$ cat config.mk
export PLATFORM = sky130hd
export DESIGN_NAME = dac_mix_sched
export DESIGN_NICKNAME = d
export VERILOG_FILES = /design/src/rtl/dac_mix_sched.sv
export SDC_FILE = /design/constraint.sdc
export NUM_CORES = 1
export LEC_CHECK = 0
export ABC_CLOCK_PERIOD_IN_PS = 2300
export BUFFER_PORTS_ARGS = -buffer_cell sky130_fd_sc_hd__buf_4
export CAP_MARGIN = 25
export CORE_MARGIN = 4
export CORE_UTILIZATION = 50
export CTS_CLUSTER_SIZE = 10
export DETAILED_ROUTE_END_ITERATION = 10
export GPL_TIMING_DRIVEN = 0
export PLACE_DENSITY_LB_ADDON = 0.1
export SYNTH_ARGS = -nofsm -noshare
export SYNTH_HDL_FRONTEND = slang
export SYNTH_SLANG_ARGS = --single-unit
$ cat constraint.sdc
create_clock -name clk -period 2.3 [get_ports clk]
set_input_delay 0 -clock clk [delete_from_list [all_inputs] [get_ports clk]]
set_output_delay 0 -clock clk [all_outputs]
set_load 0.01 [all_outputs]
$ cat src/rtl/dac_mix_sched.sv
// Frame scheduler: polls NUM_CH sources round-robin per `next` pulse and presents the mixed stereo pair.
// Optional DAC_MIX_SAT_EN: saturating unity-gain mix; otherwise the sum is scaled by 1/2**CH_BITS.
module dac_mix_sched #(
  parameter int NUM_CH  = 4,
  parameter int CH_BITS = 2
) (
  input  logic               clk,
  input  logic               reset,
  input  logic               next,
  output logic               req,
  output logic [CH_BITS-1:0] ch_sel,
  input  logic               ack,
  input  logic [15:0]        ch_l,
  input  logic [15:0]        ch_r,
  output logic [15:0]        sample_l,
  output logic [15:0]        sample_r,
  output logic               frame_done,
  output logic               overrun
);

  localparam int AW = 16 + CH_BITS;
  localparam logic [CH_BITS-1:0] LAST_CH = CH_BITS'(NUM_CH - 1);

  typedef enum logic [1:0] {IDLE, POLL, COMMIT} state_t;

  state_t               state, state_nxt;
  logic signed [AW-1:0] acc_l, acc_r;
  logic                 start, xfer, commit, last;
  logic [15:0]          mix_l, mix_r;

  assign last = (ch_sel == LAST_CH);

  always_ff @(posedge clk) begin
    if (reset) state <= IDLE;
    else       state <= state_nxt;
  end

  always_comb begin
    state_nxt = state;
    req       = 1'b0;
    start     = 1'b0;
    xfer      = 1'b0;
    commit    = 1'b0;
    case (state)
      IDLE: begin
        if (next) begin
          start     = 1'b1;
          state_nxt = POLL;
        end
      end
      POLL: begin
        req = 1'b1;
        if (ack) begin
          xfer = 1'b1;
          if (last) state_nxt = COMMIT;
        end
      end
      COMMIT: begin
        commit    = 1'b1;
        state_nxt = IDLE;
      end
      default: state_nxt = IDLE;
    endcase
  end

`ifdef DAC_MIX_SAT_EN
  function automatic logic [15:0] sat16(input logic signed [AW-1:0] a);
    if (a[AW-1:15] == '0 || a[AW-1:15] == '1) return a[15:0];
    else if (a[AW-1])                           return 16'h8000;
    else                                        return 16'h7FFF;
  endfunction

  always_comb begin
    mix_l = sat16(acc_l);
    mix_r = sat16(acc_r);
  end
`else
  // Slicing above the headroom bits equals acc >>> CH_BITS truncated to 16 bits.
  always_comb begin
    mix_l = acc_l[CH_BITS +: 16];
    mix_r = acc_r[CH_BITS +: 16];
  end
`endif

  always_ff @(posedge clk) begin
    if (reset) begin
      ch_sel     <= '0;
      acc_l      <= '0;
      acc_r      <= '0;
      sample_l   <= '0;
      sample_r   <= '0;
      frame_done <= 1'b0;
      overrun    <= 1'b0;
    end else begin
      frame_done <= commit;
      // A pulse landing in POLL or COMMIT is dropped, never queued.
      overrun    <= next && (state != IDLE);
      if (start) begin
        ch_sel <= '0;
        acc_l  <= '0;
        acc_r  <= '0;
      end
      if (xfer) begin
        acc_l <= acc_l + {{CH_BITS{ch_l[15]}}, ch_l};
        acc_r <= acc_r + {{CH_BITS{ch_r[15]}}, ch_r};
        if (!last) ch_sel <= ch_sel + CH_BITS'(1);
      end
      if (commit) begin
        sample_l <= mix_l;
        sample_r <= mix_r;
      end
    end
  end

endmodule

==> impl_metrics.tcl <==
set metrics [dict create \
    top_usage_layer "met2" \
    cts_root_buf "clkbuf_8" \
    diodes 0 \
    use_met1 0.300 \
    clk_latency_ps 360 \
    use_met2 0.351 \
    fp.dieH_microns 101 \
    portBuffers 72 \
    dp_hpwl_mm 8.26 \
    synth-async-reset-ratio 0 \
    vias_per_cell 5.60 \
    worst_slew_pin_slew_ps 582 \
    power_density_nw_per_um2 550 \
    grt_pass1_wl_mm 18.0 \
    start_util 0.518 \
    cts_buffers 9 \
    cts_buffer_depth 2 \
    synth_cell_types 50 \
    cap_violations 0 \
    track_usage 0.221 \
    gp_congestion 0.907 \
    synth_edf_count 0 \
    critical_path_class "reg2reg" \
    grt-ovfl-total 0 \
    syn_avg_cell_area_sq_um 8.03 \
    r2r_slack_ps 160 \
    htreeDepth 3 \
    yosysSeqAreaShare 0.346 \
    nets 691 \
    drive_gt1_frac 0.177 \
    dominantRegCellSynth "dfxtp_1" \
    dieWidth_microns 101 \
    cp-end-kind "register" \
    rows 33 \
    numClockSinks 74 \
    hp-class "in2reg" \
    crit_start "acc_r[0]$_SDFFE_PP0P_" \
    slew_headroom 0.612 \
    drt_iter0_markers 200 \
    design.core.area_sq_um 8260 \
    peakVddDrop_mv 0.347 \
    routedWlPerCell_microns 14.7 \
    first_pass_iters 5 \
    r2r-start "acc_r[0]$_SDFFE_PP0P_" \
    antenna_found_initial 0 \
    use_met3 0.0429 \
    crit_fanout 4 \
    setup_viol_count_final 0 \
    ios 73 \
    p_leak_nw 2.24 \
    fin_tns_setup_ps 0 \
    r2r_cells 10 \
    finalCritPeriodShare 0.931 \
    syn_inst 533 \
    die_area_sq_um 10100 \
    routed_wl_mm 10.7 \
    netlist_area_sq_um 4280 \
    grt_pass1_vias 3901 \
    cp.required_ps 2540 \
    final_cell_mix "nand2_1, dfxtp_1, buf_4" \
    syn_nets 606 \
    synth_top_area_share 0.346 \
    syn2layout_area_growth_pct 21.0 \
    start_kind "register" \
    postRouteAntennaNets 0 \
    final.fill_count 781 \
    drcViolationCount 0 \
    fin_crit_ps 2140 \
    skew_ps 13.2 \
    hold_violations 0 \
    grt_max_degree 14 \
    fmax_mhz 467 \
    worstPathArrival_ps 2380 \
    vias 4077 \
    synth_area_leaders "dfxtp_1, ha_1, nand2_1" \
    status "completed" \
    tritoncts "built" \
    yosys.area.top_type "dfxtp_1" \
    instances_no_fill 728 \
    fin_area_sq_um 5180 \
    critPathCapture "acc_r[10]$_SDFFE_PP0P_" \
    power.total_w 0.00285 \
    yosysWarningCount 0 \
    dpl.cell_count 710 \
    slew_violations 0 \
    cts.clk_slew.worst_paths_ps 90 \
    layout_commonest_cell "nand2_1" \
    post-cts-setup-buffer-count 0 \
    dpl_cell_area_sq_um 4950 \
    reg2reg_to "acc_r[10]$_SDFFE_PP0P_" \
    ys_ff_latch 74 \
]
layout make-up:
cell class	count	area (sq um)	area share
Timing Repair Buffer	74	561	0.108
Inverter	10	37.5	0.00724
Clock buffer	10	138	0.0266
Buffer	25	124	0.0239
Tap cell	105	131	0.0254
Sequential cell	74	1480	0.286
Clock inverter	6	66.3	0.0128
Multi-Input combinational cell	424	2640	0.510
where the power goes:
| group | internal [W] | switching [W] |
|---|---|---|
| registers | 0.00131 | 0.0000245 |
| logic | 0.000206 | 0.000269 |
| clock network | 0.000530 | 0.000510 |
cell usage after synthesis, types with 2 or more instances:
cell      count
nand2_1     105
dfxtp_1      74
a21oi_1      71
nor2_1       39
ha_1         35
clkbuf_1     18
a22oi_1      15
xor2_1       14
o21ai_1      13
xnor2_1      13
a21o_1       12
inv_1        10
nand3_1      10
nor3_1       10
o21ai_0      10
nand2b_1      7
nand4_1       6
o211ai_1      6
o21a_1        6
nor3b_1       5
a31oi_1       4
and3_1        4
a211oi_2      3
a21oi_2       3
buf_2         3
mux2i_1       3
o21ai_2       3
o21bai_1      3
a32oi_1       2
and2b_1       2
buf_6         2
fa_1          2
o22ai_1       2
or3_1         2
worst min-delay path by stage:
| stage | slack (ps) | endpoint | start | depth (start not counted) |
|---|---|---|---|---|
| floorplan | 150 | state[1]$_SDFFE_PP0P_ | ack | 2 |
| global placement | 280 | state[1]$_SDFFE_PP0P_ | ack | 3 |
| detailed placement | 290 | state[1]$_SDFFE_PP0P_ | ack | 3 |
| CTS | 30 | acc_r[0]$_SDFFE_PP0P_ | ch_r[0] | 4 |
| global route | 50 | acc_r[0]$_SDFFE_PP0P_ | ch_r[0] | 4 |
| finish | 20 | acc_r[0]$_SDFFE_PP0P_ | ch_r[0] | 4 |
cells by family (layout without fill, tap and decap cells):
group | after synthesis | after routing | synth area share
simple gates | 198 | 198 | 0.207
compound gates | 159 | 159 | 0.235
flops | 74 | 74 | 0.346
fa+ha+maj | 37 | 37 | 0.112
buf+inv | 35 | 125 | 0.0377
xor+xnor | 27 | 27 | 0.0552
mux | 3 | 3 | 0.00702
layer usage:
layer | vias to the layer above | routed length [microns]
met5 | - | 0
li1 | 2043 | -
met3 | 17 | 695
met2 | 126 | 4820
met4 | 0 | 184
met1 | 1891 | 5000
flip-flops by register name (all words and copies together) (netlist names):
signal / cells
state: 2
overrun: 1
ch_sel: 2
acc_l: 18
sample_r: 16
frame_done: 1
sample_l: 16
acc_r: 18
per-stage QoR:
step	util	setup slack, ps	hold slack [ps]
2_1_floorplan	-	385	149
3_3_place_gp	0.600	159	282
3_5_place_dp	0.600	130	289
4_1_cts	0.627	131	25.7
5_1_grt	0.627	-7.26	52.6
6_report	0.627	158	24.6
what timing repair did:
action,4_1_cts,5_1_grt
endpoints found under the setup margin,0,6
endpoints found under the hold margin,3,0
gates resized for setup,0,2
hold buffers,2,0
worst max-delay path: stages, from the launching register on:
cell and delay (ps):
dfxtp_1 340, ha_1 170, inv_1 50, fa_1 370, nand2b_1 200, a21oi_1 170, a211oi_2 100, o21ai_2 250
a21boi_0 160, xor2_1 150, o21ai_1 70
Power figures use the tool's default switching activity.
